==> config.mk <==
export PLATFORM = sky130hd
export DESIGN_NAME = nor_netlist_evaluator_flat
export DESIGN_NICKNAME = d
export VERILOG_FILES = /design/src/rtl/nor_netlist_evaluator_pkg.sv /design/src/rtl/nor_netlist_evaluator_if.sv /design/src/rtl/nor_netlist_evaluator_gate_table.sv /design/src/rtl/nor_netlist_evaluator.sv /design/src/flat_wrapper.sv
export SDC_FILE = /design/constraint.sdc
export NUM_CORES = 1
export LEC_CHECK = 0
export ABC_AREA = 0
export BUFFER_PORTS_ARGS = -buffer_cell sky130_fd_sc_hd__buf_2
export CAP_MARGIN = 20
export CELL_PAD_IN_SITES_DETAIL_PLACEMENT = 1
export CELL_PAD_IN_SITES_GLOBAL_PLACEMENT = 2
export CORE_ASPECT_RATIO = 0.8
export CORE_UTILIZATION = 47
export DETAILED_ROUTE_END_ITERATION = 7
export MAX_ROUTING_LAYER = met4
export PLACE_DENSITY_LB_ADDON = 0.1
export REMOVE_ABC_BUFFERS = 1
export SYNTH_ARGS = -nofsm -noshare
export SYNTH_HDL_FRONTEND = slang
export SYNTH_SLANG_ARGS = --single-unit
export TNS_END_PERCENT = 20
==> constraint.sdc <==
create_clock -name clk -period 6.5 [get_ports clk]
set_input_delay 0.65 -clock clk [delete_from_list [all_inputs] [get_ports clk]]
set_output_delay 0.65 -clock clk [all_outputs]
set_load 0.05 [all_outputs]
==> src/rtl/nor_netlist_evaluator_pkg.sv <==
// Shared types and sizing for the NOR netlist evaluator.
// Netlist dimensions are fixed here; all other files derive from them.
package nor_eval_pkg;

  function automatic int idx_w(int n);
    return (n > 1) ? $clog2(n) : 1;
  endfunction

  localparam int N_IN      = 3;
  localparam int MAX_GATES = 16;
  localparam int NODES     = N_IN + MAX_GATES;
  localparam int NODE_W    = idx_w(NODES);
  localparam int GATE_W    = idx_w(MAX_GATES);
  localparam int CNT_W     = GATE_W + 1;
  localparam int TT_W      = 1 << N_IN;

  typedef enum logic [1:0] {
    IDLE,
    EVAL,
    RESP
`ifdef NOR_EVAL_SWEEP_EN
    ,
    SWEEP
`endif
  } state_t;

  typedef struct packed {
    logic [NODE_W-1:0] a;
    logic [NODE_W-1:0] b;
  } gate_t;

endpackage

==> src/rtl/nor_netlist_evaluator_if.sv <==
// Input-vector / result handshake bundle.
// master drives vectors and consumes results; slave is the evaluator.
interface nor_netlist_evaluator_if;
  import nor_eval_pkg::*;

  logic            in_valid;
  logic            in_ready;
  logic [N_IN-1:0] in_vec;
  logic            out_valid;
  logic            out_ready;
  logic            out_bit;

  modport master (
    output in_valid, in_vec, out_ready,
    input  in_ready, out_valid, out_bit
  );

  modport slave (
    input  in_valid, in_vec, out_ready,
    output in_ready, out_valid, out_bit
  );
endinterface

==> src/rtl/nor_netlist_evaluator_gate_table.sv <==
// Gate descriptor register file with operand validity check.
// An operand is usable only if it names a node already computed.
module nor_gate_table
  import nor_eval_pkg::*;
(
  input  logic              clk,
  input  logic              rst,
  input  logic              we,
  input  logic [GATE_W-1:0] waddr,
  input  gate_t             wdata,
  input  logic [GATE_W-1:0] raddr,
  output logic [NODE_W-1:0] rd_a,
  output logic [NODE_W-1:0] rd_b,
  output logic              a_ok,
  output logic              b_ok
);
  localparam int LIM_W = NODE_W + 1;

  gate_t            tbl [MAX_GATES];
  logic [LIM_W-1:0] lim;

  always_ff @(posedge clk) begin
    if (rst) begin
      for (int i = 0; i < MAX_GATES; i++)
        tbl[i] <= '0;
    end else if (we) begin
      tbl[waddr] <= wdata;
    end
  end

  assign rd_a = tbl[raddr].a;
  assign rd_b = tbl[raddr].b;

  // gate g may only read primary inputs and gates 0..g-1
  assign lim  = LIM_W'(N_IN) + LIM_W'(raddr);
  assign a_ok = {1'b0, rd_a} < lim;
  assign b_ok = {1'b0, rd_b} < lim;
endmodule

==> src/rtl/nor_netlist_evaluator.sv <==
// Sequential NOR-netlist evaluator, one gate per cycle.
// Define NOR_EVAL_SWEEP_EN to add the truth-table sweep engine.
module nor_netlist_evaluator
  import nor_eval_pkg::*;
(
  input  logic              clk,
  input  logic              rst,
  input  logic              cfg_we,
  input  logic [GATE_W-1:0] cfg_addr,
  input  logic [NODE_W-1:0] cfg_a,
  input  logic [NODE_W-1:0] cfg_b,
  input  logic              cfg_len_we,
  input  logic [CNT_W-1:0]  cfg_len,
  nor_netlist_evaluator_if.slave io,
  output logic              cfg_err,
  output logic              busy,
  input  logic              sweep_start,
  output logic              sweep_done,
  output logic [TT_W-1:0]   truth_table
);
  state_t            state;
  logic [CNT_W-1:0]  len;
  logic [CNT_W-1:0]  g;
  logic [CNT_W-1:0]  sat_len;
  logic [NODES-1:0]  node;
  logic [NODE_W-1:0] rd_a;
  logic [NODE_W-1:0] rd_b;
  logic [NODE_W-1:0] widx;
  logic              a_ok;
  logic              b_ok;
  logic              gval;
  logic              bad;
  logic              last;
  logic              idle;
  gate_t             wr_gate;

  assign idle        = (state == IDLE);
  assign io.in_ready = idle;
  assign busy        = !idle;
  assign wr_gate     = '{a: cfg_a, b: cfg_b};

  nor_gate_table u_tbl (
    .clk   (clk),
    .rst   (rst),
    .we    (cfg_we && idle),
    .waddr (cfg_addr),
    .wdata (wr_gate),
    .raddr (g[GATE_W-1:0]),
    .rd_a  (rd_a),
    .rd_b  (rd_b),
    .a_ok  (a_ok),
    .b_ok  (b_ok)
  );

  assign sat_len = (cfg_len > CNT_W'(MAX_GATES)) ?
                   CNT_W'(MAX_GATES) : cfg_len;
  // invalid operands read as constant 0
  assign gval = !((a_ok && node[rd_a]) || (b_ok && node[rd_b]));
  assign bad  = !a_ok || !b_ok;
  assign widx = NODE_W'(N_IN) + NODE_W'(g[GATE_W-1:0]);
  assign last = (g + CNT_W'(1)) == len;

`ifdef NOR_EVAL_SWEEP_EN
  logic [N_IN-1:0] k;
  logic            ld;
  logic            res;
`else
  logic sweep_unused;
  assign sweep_unused = sweep_start;
  assign sweep_done   = 1'b0;
  assign truth_table  = '0;
`endif

  always_ff @(posedge clk) begin
    if (rst) begin
      state        <= IDLE;
      len          <= '0;
      g            <= '0;
      node         <= '0;
      io.out_valid <= 1'b0;
      io.out_bit   <= 1'b0;
      cfg_err      <= 1'b0;
`ifdef NOR_EVAL_SWEEP_EN
      k            <= '0;
      ld           <= 1'b0;
      res          <= 1'b0;
      sweep_done   <= 1'b0;
      truth_table  <= '0;
`endif
    end else begin
`ifdef NOR_EVAL_SWEEP_EN
      sweep_done <= 1'b0;
`endif
      unique case (state)
        IDLE: begin
          if (cfg_len_we)
            len <= sat_len;
          if (io.in_valid) begin
            node[N_IN-1:0] <= io.in_vec;
            g              <= '0;
            if (len == '0) begin
              io.out_bit   <= 1'b0;
              io.out_valid <= 1'b1;
              state        <= RESP;
            end else begin
              state <= EVAL;
            end
          end
`ifdef NOR_EVAL_SWEEP_EN
          else if (sweep_start) begin
            k     <= '0;
            ld    <= 1'b1;
            state <= SWEEP;
          end
`endif
        end
        EVAL: begin
          node[widx] <= gval;
          g          <= g + CNT_W'(1);
          if (bad)
            cfg_err <= 1'b1;
          if (last) begin
            io.out_bit   <= gval;
            io.out_valid <= 1'b1;
            state        <= RESP;
          end
        end
        RESP: begin
          if (io.out_ready) begin
            io.out_valid <= 1'b0;
            state        <= IDLE;
          end
        end
`ifdef NOR_EVAL_SWEEP_EN
        // per k: load, len gate cycles, store
        SWEEP: begin
          if (ld) begin
            node[N_IN-1:0] <= k;
            g              <= '0;
            res            <= 1'b0;
            ld             <= 1'b0;
          end else if (g == len) begin
            truth_table[k] <= res;
            if (&k) begin
              sweep_done <= 1'b1;
              state      <= IDLE;
            end else begin
              k  <= k + N_IN'(1);
              ld <= 1'b1;
            end
          end else begin
            node[widx] <= gval;
            res        <= gval;
            g          <= g + CNT_W'(1);
            if (bad)
              cfg_err <= 1'b1;
          end
        end
`endif
        default: state <= IDLE;
      endcase
    end
  end
endmodule

==> src/flat_wrapper.sv <==
// flat-port wrapper written by rule: the top's interface ports become plain ports
module nor_netlist_evaluator_flat import nor_eval_pkg::*;
  (clk, rst, cfg_we, cfg_addr, cfg_a, cfg_b, cfg_len_we, cfg_len, cfg_err, busy, sweep_start, sweep_done, truth_table, io_in_valid, io_in_vec, io_out_ready, io_in_ready, io_out_valid, io_out_bit);
  nor_netlist_evaluator_if io_i ();
  input  logic clk;
  input  logic rst;
  input  logic cfg_we;
  input  logic [GATE_W-1:0] cfg_addr;
  input  logic [NODE_W-1:0] cfg_a;
  input  logic [NODE_W-1:0] cfg_b;
  input  logic cfg_len_we;
  input  logic [CNT_W-1:0] cfg_len;
  output logic cfg_err;
  output logic busy;
  input  logic sweep_start;
  output logic sweep_done;
  output logic [TT_W-1:0] truth_table;
  input wire logic [$bits(io_i.in_valid)-1:0] io_in_valid;
  input wire logic [$bits(io_i.in_vec)-1:0] io_in_vec;
  input wire logic [$bits(io_i.out_ready)-1:0] io_out_ready;
  output wire logic [$bits(io_i.in_ready)-1:0] io_in_ready;
  output wire logic [$bits(io_i.out_valid)-1:0] io_out_valid;
  output wire logic [$bits(io_i.out_bit)-1:0] io_out_bit;
  assign io_i.in_valid = io_in_valid;
  assign io_i.in_vec = io_in_vec;
  assign io_i.out_ready = io_out_ready;
  assign io_in_ready = io_i.in_ready;
  assign io_out_valid = io_i.out_valid;
  assign io_out_bit = io_i.out_bit;
  nor_netlist_evaluator u_core (.clk(clk), .rst(rst), .cfg_we(cfg_we), .cfg_addr(cfg_addr), .cfg_a(cfg_a), .cfg_b(cfg_b), .cfg_len_we(cfg_len_we), .cfg_len(cfg_len), .io(io_i), .cfg_err(cfg_err), .busy(busy), .sweep_start(sweep_start), .sweep_done(sweep_done), .truth_table(truth_table));
endmodule
==> results of run 1 <==
-- through the flow --
step                      instances  util (%)
after floorplan                 719         -
after global placement         1042      50.0
after detailed placement       1042      50.0
after CTS                      1074      52.8
after global routing           1075      52.8
final                          1075      52.8
-- placed cells by master, fill, tap and decap left out, types with 15 or more instances in the layout --
cell type / count
dfxtp_1: 36
o21ai_0: 17
nand3_1: 17
nor2b_1: 15
nand2_1: 18
or2_2: 18
edfxtp_1: 160
mux4_2: 40
clkbuf_16: 17
a21oi_1: 15
buf_2: 32
buf_4: 22
nor2_1: 42
and2_1: 162
-- report_power, final --
| part | internal, mW | leakage [nW] | switching (mW) |
|---|---|---|---|
| clock | 0.547 | 0.278 | 0.514 |
| combinational | 0.119 | 1.76 | 0.228 |
| sequential | 1.42 | 1.96 | 0.0359 |
-- critical path, stage by stage (launching register included) --
cell	delay (ns)
dfxtp_2	0.79
buf_4	0.49
mux4_1	0.62
mux4_2	0.62
ha_1	0.33
nor3_1	0.04
nor2_1	0.10
o41ai_1	0.08
maj3_1	0.37
o21ai_0	0.27
a31oi_2	0.08
buf_4	0.27
o41ai_2	0.38
-- flip-flops by register name, indices dropped and copies added, names as in the netlist, named ones only --
name	flops
u_core.state	2
u_core.g	5
u_core.io.out_bit	1
u_core.len	5
u_core.cfg_err	1
u_core.node	19
u_core.io.out_valid	1
u_core.u_tbl.tbl	160
-- metal layers --
metal	wire length, um	up-vias	part of all wire (%)
met1	12400	3273	47
met4	181	0	0.69
met5	0	-	0
met2	12500	150	48
li1	-	2881	-
met3	989	18	3.8
-- cell families (layout without fill, tap and decap cells) --
| family | Yosys count | count (layout) | share of synthesized area (%) |
|---|---|---|---|
| adders and majority gates | 12 | 12 | 1.46 |
| DFF | 198 | 198 | 55.2 |
| xor gates and xnor gates | 8 | 8 | 0.694 |
| other | 1 | 10 | 0.0372 |
| muxes | 61 | 61 | 12.5 |
| AOI/OAI and AO/OA | 96 | 96 | 7.77 |
| buffers and inverters | 81 | 99 | 3.99 |
| and+or+nand+nor | 322 | 322 | 18.4 |
-- area by class of cell --
class,instances,area [um2],share of cell area (%)
tap,269,337,3.05
sequential,198,5570,50.5
clock inverter,14,155,1.41
timing repair buffer,54,325,2.95
inverter,13,48.8,0.443
clock buffer,18,429,3.89
multi-input combinational,508,4160,37.7
antenna,1,2.50,0.0227
-- worst max path at each step --
stage	startpoint	endpoint	slack, ns	depth (start not counted)
6_report	flip-flop	u_core.node[15]$_SDFFE_PP0P_	1.93	12
5_1_grt	flip-flop	u_core.node[18]$_SDFFE_PP0P_	1.72	12
4_1_cts	flip-flop	u_core.node[15]$_SDFFE_PP0P_	1.83	12
3_5_place_dp	flip-flop	u_core.node[15]$_SDFFE_PP0P_	1.93	12
3_3_place_gp	flip-flop	u_core.node[16]$_SDFFE_PP0P_	2.11	12
2_1_floorplan	flip-flop	u_core.node[12]$_SDFFE_PP0P_	1.11	10
==> reports/qor.yml, run 1 <==
run_status:
  outcome: "complete, but fails checks"
  violations: "DRC"
clocking:
  cts-buffers-inserted: 17
  clk_pin_slew_ns: 0.08
  h-tree-depth: 4
  ctsResizeCount: 0
  clk_root_buffer_cell: "clkbuf_16"
  cts_tree: "done"
  clkLatencyLatePin_ns: 0.43
  clockBufferDepth: 2
  clock_sinks: 198
  post-cts-setup-buffer-count: 0
  cts_hold_buf: 0
layout:
  syn_to_final_growth_pct: 9.25
  drive_gt1_share_pct: 20.9
  stdcell_area_mm2: 0.0110
  fillers: 2098
  final_nets: 832
logic_synthesis:
  synth-edff-count: 160
  async_flop_share_pct: 0
  synth-seq-area-share_pct: 55.2
  yosys.area.top_type: "edfxtp_1"
  netlist_top_cells_count: "and2_1, edfxtp_1, nor2_1"
  ys_types: 53
  synth_area_leaders: "edfxtp_1, and2_1, mux4_2, dfxtp_1, mux4_1"
  syn_area_per_cell_um2: 13.0
  netlist.area_leader.share_pct: 47.6
  ys_warn_count: 0
  synth.most_common_cell: "and2_1"
  synth_area_mm2: 0.0101
  ys_ff_latch: 198
  ys.flop_type: "edfxtp_1"
  syn_inst: 779
global_routing:
  grt_usage_pct: 25.6
  grt_max_degree: 69
  grt_busiest_layer: "met2"
  grt_pass1_wl_um: 40300
  grtUsageMet1_pct: 35.7
  overflow: 0
  use_met2_pct: 40.5
  use_met3_pct: 3.20
  grt_pass1_vias: 6638
  grt_antenna_before_repair: 3
sta:
  setup_tns_ns: 0
  maxSlewViolCount: 0
  rsz0062_at_grt: "false"
  setup_viol: 0
  maxSlewHeadroom_pct: 21.6
  skew_ns: 0.00901
  hold_viol: 0
  finalCritPeriodShare_pct: 70.2
  tightest_slew_ns: 1.18
  setup_ws_ns: 1.93
  whs_ns: 0.462
  finalCriticalPeriod_ns: 4.57
  max_freq_mhz: 219
critical_path:
  r2r_cells: 12
  worstSetupEndpointType: "flip-flop"
  r2r_end: "u_core.node[15]$_SDFFE_PP0P_"
  crit_path_start_kind: "flip-flop"
  crit_arrival_ns: 4.89
  worstSetupPathType: "flip-flop to flip-flop"
  rrSetupSlack_ns: 1.93
  cp_max_fo: 21
  cp_data_required_time_ns: 6.83
die:
  rows: 47
  die_y_um: 133
  die_x_um: 166
  core_mm2: 0.0209
  ios: 43
  dieArea_mm2: 0.0221
  start_util_pct: 48.3
placement:
  dp_slack_ns: 1.93
  portBuffers: 32
  dpl_cell_area_mm2: 0.0104
  place.gp.congestion: 0.804
  hpwl_um: 17900
drt:
  firstDrtPassIters: 7
  ant_nets: 0
  wl_per_cell_um: 24.3
  vias_per_cell: 5.88
  drt_wl_total_um: 26100
  drtIter0Drc: 495
  vias: 6322
  drc: 4
power:
  irDropWorstVdd_mv: 0.157
  power.leakage_nw: 4.00
  totalPowerFinal_mw: 2.86
  powerDensity_mw_per_mm2: 259
min_path:
  min-delay-start: "u_core.io.out_valid$_SDFFE_PP0P_"
  min_path_type: "flip-flop to flip-flop"
  min_path_cells: 2
  min_delay_worst_endpoint: "u_core.io.out_valid$_SDFFE_PP0P_"
flow_run:
  cap_violations: 0
(Power assumes the default switching activity.)
==> inputs of run 2 (changes only) <==
CORE_UTILIZATION = 40   (was 47)
clock period = 3.9 ns   (was 6.5 ns; I/O delays follow)
==> run 2 against run 1 <==
The run still ends with DRC left. Wire length grew 4.4%. Via count rose by 1.2%. Cell area rose by 2.0%. Fmax is 27% higher. First-iteration DRC count is 5.9% higher. Non-clock buffer count rose by 11. Global-route usage shrank 2.8 points. Clock power grew 75%. Count of clock-buffer cells in the layout decreased by 1. Power increased by 71%. Sequential power increased by 66%. Sequential cell count stayed put. Critical endpoint is now u_core.node[13]$_SDFFE_PP0P_. Largest power group unchanged.
==> reports/qor.yml, run 2 (synthesis results as in run 1) <==
die:
  start_util_pct: 41.1  # was 48.3%
  die_x_um: 180  # was 166 um
  die_y_um: 144  # was 133 um
  rows: 51  # was 47
  ios: 43  # unchanged
  core_mm2: 0.0246  # was 0.0209 mm2
  dieArea_mm2: 0.0259  # was 0.0221 mm2
global_routing:
  grt_antenna_before_repair: 1  # was 3
  grt_max_degree: 68  # was 69
  grt_pass1_vias: 6641  # was 6638
  grt_usage_pct: 22.8  # was 25.6%
  grt_pass1_wl_um: 41500  # was 40300 um
  overflow: 0  # unchanged
drt:
  vias_per_cell: 5.64  # was 5.88
  firstDrtPassIters: 8  # was 7
  met1_length_um: 13100  # was 12400 um
  ant_nets: 0  # unchanged
  drc: 4  # unchanged
  highest_layer: "met4"  # unchanged
  wl_per_cell_um: 24.0  # was 24.3 um
  wl_met3_um: 1190  # was 989 um
  drtIter0Drc: 524  # was 495
  drt_wl_total_um: 27300  # was 26100 um
  met2_length_um: 12500  # about the same
  vias: 6396  # was 6322
sta:
  finalCriticalPeriod_ns: 3.59  # was 4.57 ns
  setup_tns_ns: 0  # unchanged
  setup_ws_ns: 0.307  # was 1.93 ns
  tightest_slew_ns: 0.935  # was 1.18 ns
  setup_viol: 0  # unchanged
  maxSlewViolCount: 0  # unchanged
  finalCritPeriodShare_pct: 92.1  # was 70.2%
  hold_viol: 0  # unchanged
  whs_ns: 0.222  # was 0.462 ns
  rsz0062_at_grt: "false"  # unchanged
  maxSlewHeadroom_pct: 36.4  # was 21.6%
  max_freq_mhz: 278  # was 219 MHz
  skew_ns: 0.0113  # was 0.00901 ns
critical_path:
  crit_arrival_ns: 3.94  # was 4.89 ns
  worstSetupEndpointType: "flip-flop"  # unchanged
  max_stage_delay_ns: 0.65  # was 0.79 ns
  cp_data_required_time_ns: 4.25  # was 6.83 ns
  worstSetupPathType: "flip-flop to flip-flop"  # unchanged
  path_cells: "buf_12 > mux4_1 > mux4_2 > ha_1 > nor3_1 > nor2_1 > o41ai_1 > maj3_1 > o21ai_0 > a31oi_2 > buf_12 > o41ai_2"  # was buf_4 > mux4_1 > mux4_2 > ha_1 > nor3_1 > nor2_1 > o41ai_1 > maj3_1 > o21ai_0 > a31oi_2 > buf_4 > o41ai_2
  crit_path_start_kind: "flip-flop"  # unchanged
  crit_path_top_delay_cell: "mux4_1"  # was dfxtp_2
  cp_common_cell: "buf_12"  # was buf_4
  cp_max_fo: 24  # was 21
clocking:
  clkLatencyLatePin_ns: 0.45  # was 0.43 ns
  cts_tree: "done"  # unchanged
  h-tree-depth: 4  # unchanged
  post-cts-setup-buffer-count: 0  # unchanged
  clock_sinks: 198  # unchanged
  clk_pin_slew_ns: 0.07  # was 0.08 ns
  cts_hold_buf: 0  # unchanged
  clk_root_buffer_cell: "clkbuf_16"  # unchanged
  cts-buffers-inserted: 17  # unchanged
  ctsResizeCount: 0  # unchanged
  clockBufferDepth: 2  # unchanged
power:
  clkPwrFrac_pct: 38.1  # was 37.1%
  pwr-share-comb_pct: 12.6  # was 12.1%
  power.leakage_nw: 4.09  # was 4.00 nW
  totalPowerFinal_mw: 4.89  # was 2.86 mW
  p_switching_mw: 1.25  # was 777 uW
  power_frac_seq_pct: 49.3  # was 50.8%
  irDropWorstVdd_mv: 0.281  # was 0.157 mV
  intPower_mw: 3.65  # was 2.08 mW
  powerDensity_mw_per_mm2: 435  # was 259 mW/mm2
  swShare_pct: 25.5  # was 27.2%
layout:
  fillers: 2522  # was 2098
  diodes: 0  # was 1
  final_nets: 843  # was 832
  largest_reg_flops: 160  # unchanged
  syn_to_final_growth_pct: 11.4  # was 9.25%
  top_register: "u_core.u_tbl.tbl"  # unchanged
  layout_commonest_cell: "and2_1"  # unchanged
  drive_gt1_share_pct: 21.8  # was 20.9%
  stdcell_area_mm2: 0.0112  # was 0.0110 mm2
  biggestRegsByFlops: "u_core.u_tbl.tbl x160, u_core.node x19"  # unchanged
  final_cell_mix: "and2_1, edfxtp_1, nor2_1"  # unchanged
placement:
  dp_slack_ns: 0.312  # was 1.93 ns
  hpwl_um: 19000  # was 17900 um
  portBuffers: 32  # unchanged
  dpl_cell_area_mm2: 0.0106  # was 0.0104 mm2
  place.gp.congestion: 0.821  # was 0.804
min_path:
  min_path_type: "input pin to flip-flop"  # was flip-flop to flip-flop
run_status:
  violations: "DRC"  # unchanged
  outcome: "complete, but fails checks"  # unchanged
flow_run:
  cap_violations: 0  # unchanged
## run 2: path summary, 6_finish.rpt
| check | from | end | slack, ns | cells past startpoint |
|---|---|---|---|---|
| worst min register to register | u_core.io.out_valid$_SDFFE_PP0P_ | u_core.io.out_valid$_SDFFE_PP0P_ | 0.47 | 2 |
| worst max register to register | flip-flop | u_core.node[13]$_SDFFE_PP0P_ | 0.31 | 12 |
| worst max-delay path | flip-flop | u_core.node[13]$_SDFFE_PP0P_ | 0.31 | 12 |
| worst min-delay path | cfg_len_we | u_core.len[4]$_SDFFE_PP0P_ | 0.22 | 3 |
## run 2: power groups by stage
| stage | Clock (mW) | Combinational, mW | Sequential, mW |
|---|---|---|---|
| 3_5_place_dp | 0 | 0.622 | 2.46 |
| 4_1_cts | 1.90 | 0.624 | 2.41 |
| 3_3_place_gp | 0 | 0.607 | 2.45 |
| 6_report | 1.86 | 0.619 | 2.41 |
| 5_1_grt | 1.98 | 0.669 | 2.42 |
| 2_1_floorplan | 0 | 0.356 | 2.47 |
## run 2: critical path, delay by kind of cell (launching register included)
family | cells | cell delay (ns)
muxes | 2 | 1.16
buffers and inverters | 2 | 0.41
DFF | 1 | 0.38
adders and majority gates | 2 | 0.67
and+or+nand+nor | 2 | 0.14
AOI/OAI and AO/OA | 4 | 0.69
## run 2: area by class of cell
class / instances / area, um2 / area share [%]
clock buffers: 17 / 425 / 3.78
clock inverters: 15 / 185 / 1.65
inverters: 13 / 48.8 / 0.434
multi-input cells: 508 / 4160 / 37.0
flip-flops and latches: 198 / 5570 / 49.5
well taps: 318 / 398 / 3.54
repair buffers: 65 / 458 / 4.07
## run 2: routing by layer
metal  vias to the layer above  GRT usage (%)
met5                         -              -
met3                        25           4.05
met2                       156           34.9
li1                       2892              -
met1                      3323           31.2
met4                         0           6.99
## run 2: through the flow
stage | std cells | utilization (%)
after detailed placement | 1102 | 43.3
after global routing | 1134 | 45.8
after floorplan | 719 | -
after CTS | 1134 | 45.8
after global placement | 1102 | 43.3
final | 1134 | 45.8
==> inputs of run 3 (changes only) <==
PLACE_DENSITY = 0.83   (was unset)
PLACE_DENSITY_LB_ADDON = unset   (was 0.1)
==> run 3 against run 2 <==
The flow now finishes without violations. Sequential power barely moved. Worst hold slack better by 0.013 ns. Sequential cell count is the same. Largest power group unchanged. Largest cell class unchanged. Final cell count up 0.53%. Power decreased by 1.4%.
==> reports/qor.yml, run 3 (synthesis results as in run 1) <==
flow_run:
  cap_violations: 0  # unchanged
power:
  powerDensity_mw_per_mm2: 428  # was 435 mW/mm2
  totalPowerFinal_mw: 4.83  # was 4.89 mW
  irDropWorstVdd_mv: 0.310  # was 0.281 mV
  power.leakage_nw: 4.11  # was 4.09 nW
sta:
  tightest_slew_ns: 0.703  # was 0.935 ns
  setup_viol: 0  # unchanged
  max_freq_mhz: 273  # was 278 MHz
  skew_ns: 0.0193  # was 0.0113 ns
  maxSlewViolCount: 0  # unchanged
  hold_viol: 0  # unchanged
  maxSlewHeadroom_pct: 53.1  # was 36.4%
  finalCriticalPeriod_ns: 3.66  # was 3.59 ns
  rsz0062_at_grt: "false"  # unchanged
  finalCritPeriodShare_pct: 93.8  # was 92.1%
drt:
  wl_per_cell_um: 23.9  # was 24.0 um
  drtIter0Drc: 539  # was 524
  ant_nets: 0  # unchanged
  vias_per_cell: 5.69  # was 5.64
  drt_wl_total_um: 27300  # about the same
  vias: 6486  # was 6396
  firstDrtPassIters: 6  # was 8
  drc: 0  # was 4
layout:
  final_nets: 849  # was 843
  fin_cells: 1140  # was 1134
  stdcell_area_mm2: 0.0113  # was 0.0112 mm2
  biggestRegsByFlops: "u_core.u_tbl.tbl x160, u_core.node x19"  # unchanged
  final_cell_mix: "and2_1, edfxtp_1, nor2_1"  # unchanged
  largest_reg_flops: 160  # unchanged
  syn_to_final_growth_pct: 11.8  # was 11.4%
  final_util_pct: 45.9  # was 45.8%
  fillers: 2458  # was 2522
  diodes: 0  # unchanged
  layout_commonest_cell: "and2_1"  # unchanged
  top_register: "u_core.u_tbl.tbl"  # unchanged
  drive_gt1_share_pct: 22.6  # was 21.8%
critical_path:
  crit_arrival_ns: 4.00  # was 3.94 ns
  crit_path_start_kind: "flip-flop"  # unchanged
  worstSetupEndpointType: "flip-flop"  # unchanged
  cp_max_fo: 20  # was 24
  cp_data_required_time_ns: 4.24  # was 4.25 ns
  rrSetupSlack_ns: 0.24  # was 0.31 ns
  r2r_cells: 12  # unchanged
  worstSetupPathType: "flip-flop to flip-flop"  # unchanged
clocking:
  h-tree-depth: 4  # unchanged
  cts_hold_buf: 0  # unchanged
  cts-buffers-inserted: 17  # unchanged
  clk_root_buffer_cell: "clkbuf_16"  # unchanged
  cts_tree: "done"  # unchanged
  clkLatencyLatePin_ns: 0.45  # about the same
  clk_pin_slew_ns: 0.08  # was 0.07 ns
  clock_sinks: 198  # unchanged
  clockBufferDepth: 2  # unchanged
global_routing:
  grt_usage_pct: 22.7  # was 22.8%
  grt_pass1_wl_um: 41800  # was 41500 um
  grt_max_degree: 68  # unchanged
  grt_pass1_vias: 6782  # was 6641
  grt_antenna_before_repair: 0  # was 1
  overflow: 0  # unchanged
die:
  rows: 51  # unchanged
  die_x_um: 180  # unchanged
  start_util_pct: 41.1  # unchanged
  core_mm2: 0.0246  # unchanged
  dieArea_mm2: 0.0259  # unchanged
  die_y_um: 144  # unchanged
  ios: 43  # unchanged
min_path:
  min_path_cells: 3  # unchanged
  min_path_type: "input pin to flip-flop"  # unchanged
placement:
  dp.cells: 1104  # was 1102
  hpwl_um: 18800  # was 19000 um
  dpl_cell_area_mm2: 0.0106  # about the same
  portBuffers: 32  # unchanged
  place.gp.congestion: 0.868  # was 0.821
run_status:
  outcome: "finished clean"  # was complete, but fails checks
==> run 3: cell types whose count changed in the layout (fill, tap and decap cells not counted), moves of 3 or more <==
| cell | previous run | this run |
|---|---|---|
| clkinv_2 | 5 | 1 |
| bufinv_16 | 4 | 0 |
| buf_4 | 29 | 36 |
| clkinv_8 | 0 | 6 |
| inv_8 | 0 | 3 |
==> run 3: metal layers <==
metal  wire, um  track usage [%]
met3       1210             3.78
met2      13200             36.5
met4        273             5.63
met5          0                -
met1      12600             30.2
==> run 3: final timing paths <==
path / from / endpoint
max: flip-flop / u_core.node[14]$_SDFFE_PP0P_
min: io_out_ready / u_core.state[1]$_SDFFE_PP0P_
max reg2reg: flip-flop / u_core.node[14]$_SDFFE_PP0P_
min reg2reg: u_core.io.out_valid$_SDFFE_PP0P_ / u_core.io.out_valid$_SDFFE_PP0P_
==> run 3: layout make-up <==
| class | count | area, um2 | share of cell area (%) |
|---|---|---|---|
| clock buffer | 17 | 425 | 3.77 |
| clock inverter | 15 | 179 | 1.59 |
| tap | 318 | 398 | 3.53 |
| inverter | 13 | 48.8 | 0.433 |
| sequential | 198 | 5570 | 49.4 |
| timing repair buffer | 71 | 490 | 4.35 |
| multi-input combinational | 508 | 4170 | 36.9 |
==> run 3: power by group <==
| part | leakage (nW) | switching, mW | total (mW) | internal, mW |
|---|---|---|---|---|
| clock | 0.291 | 0.919 | 1.79 | 0.868 |
| combinational | 1.86 | 0.405 | 0.630 | 0.225 |
| sequential | 1.96 | 0.0490 | 2.41 | 2.36 |
| total | 4.11 | 1.37 | 4.83 | 3.45 |
==> run 3: repair_timing <==
item	in CTS	in global routing
gates resized for setup	1	2
endpoints found under the hold margin	0	0
endpoints found under the setup margin	8	11
cloned	0	0
buffers inserted	0	4
==> run 3: critical path, cell delays in order (launching register included) <==
cell and delay (ns):
dfxtp_4 0.40, buf_12 0.16, mux4_1 0.61, mux4_2 0.52, ha_1 0.30, nor3_1 0.05
nor2_1 0.10, o41ai_1 0.08, maj3_1 0.38, o21ai_0 0.31, a31oi_2 0.09, buf_12 0.19
o41ai_2 0.34
==> run 3: per-stage QoR <==
stage | setup slack [ns] | setup TNS (ns) | hold WS (ns)
after floorplan | -1.49 | -28.40 | 0.456
after global placement | 0.136 | 0 | 0.443
after detailed placement | -0.0294 | -0.0627 | 0.459
after CTS | 0.115 | 0 | 0.215
after global routing | 0.154 | 0 | 0.225
final | 0.242 | 0 | 0.235
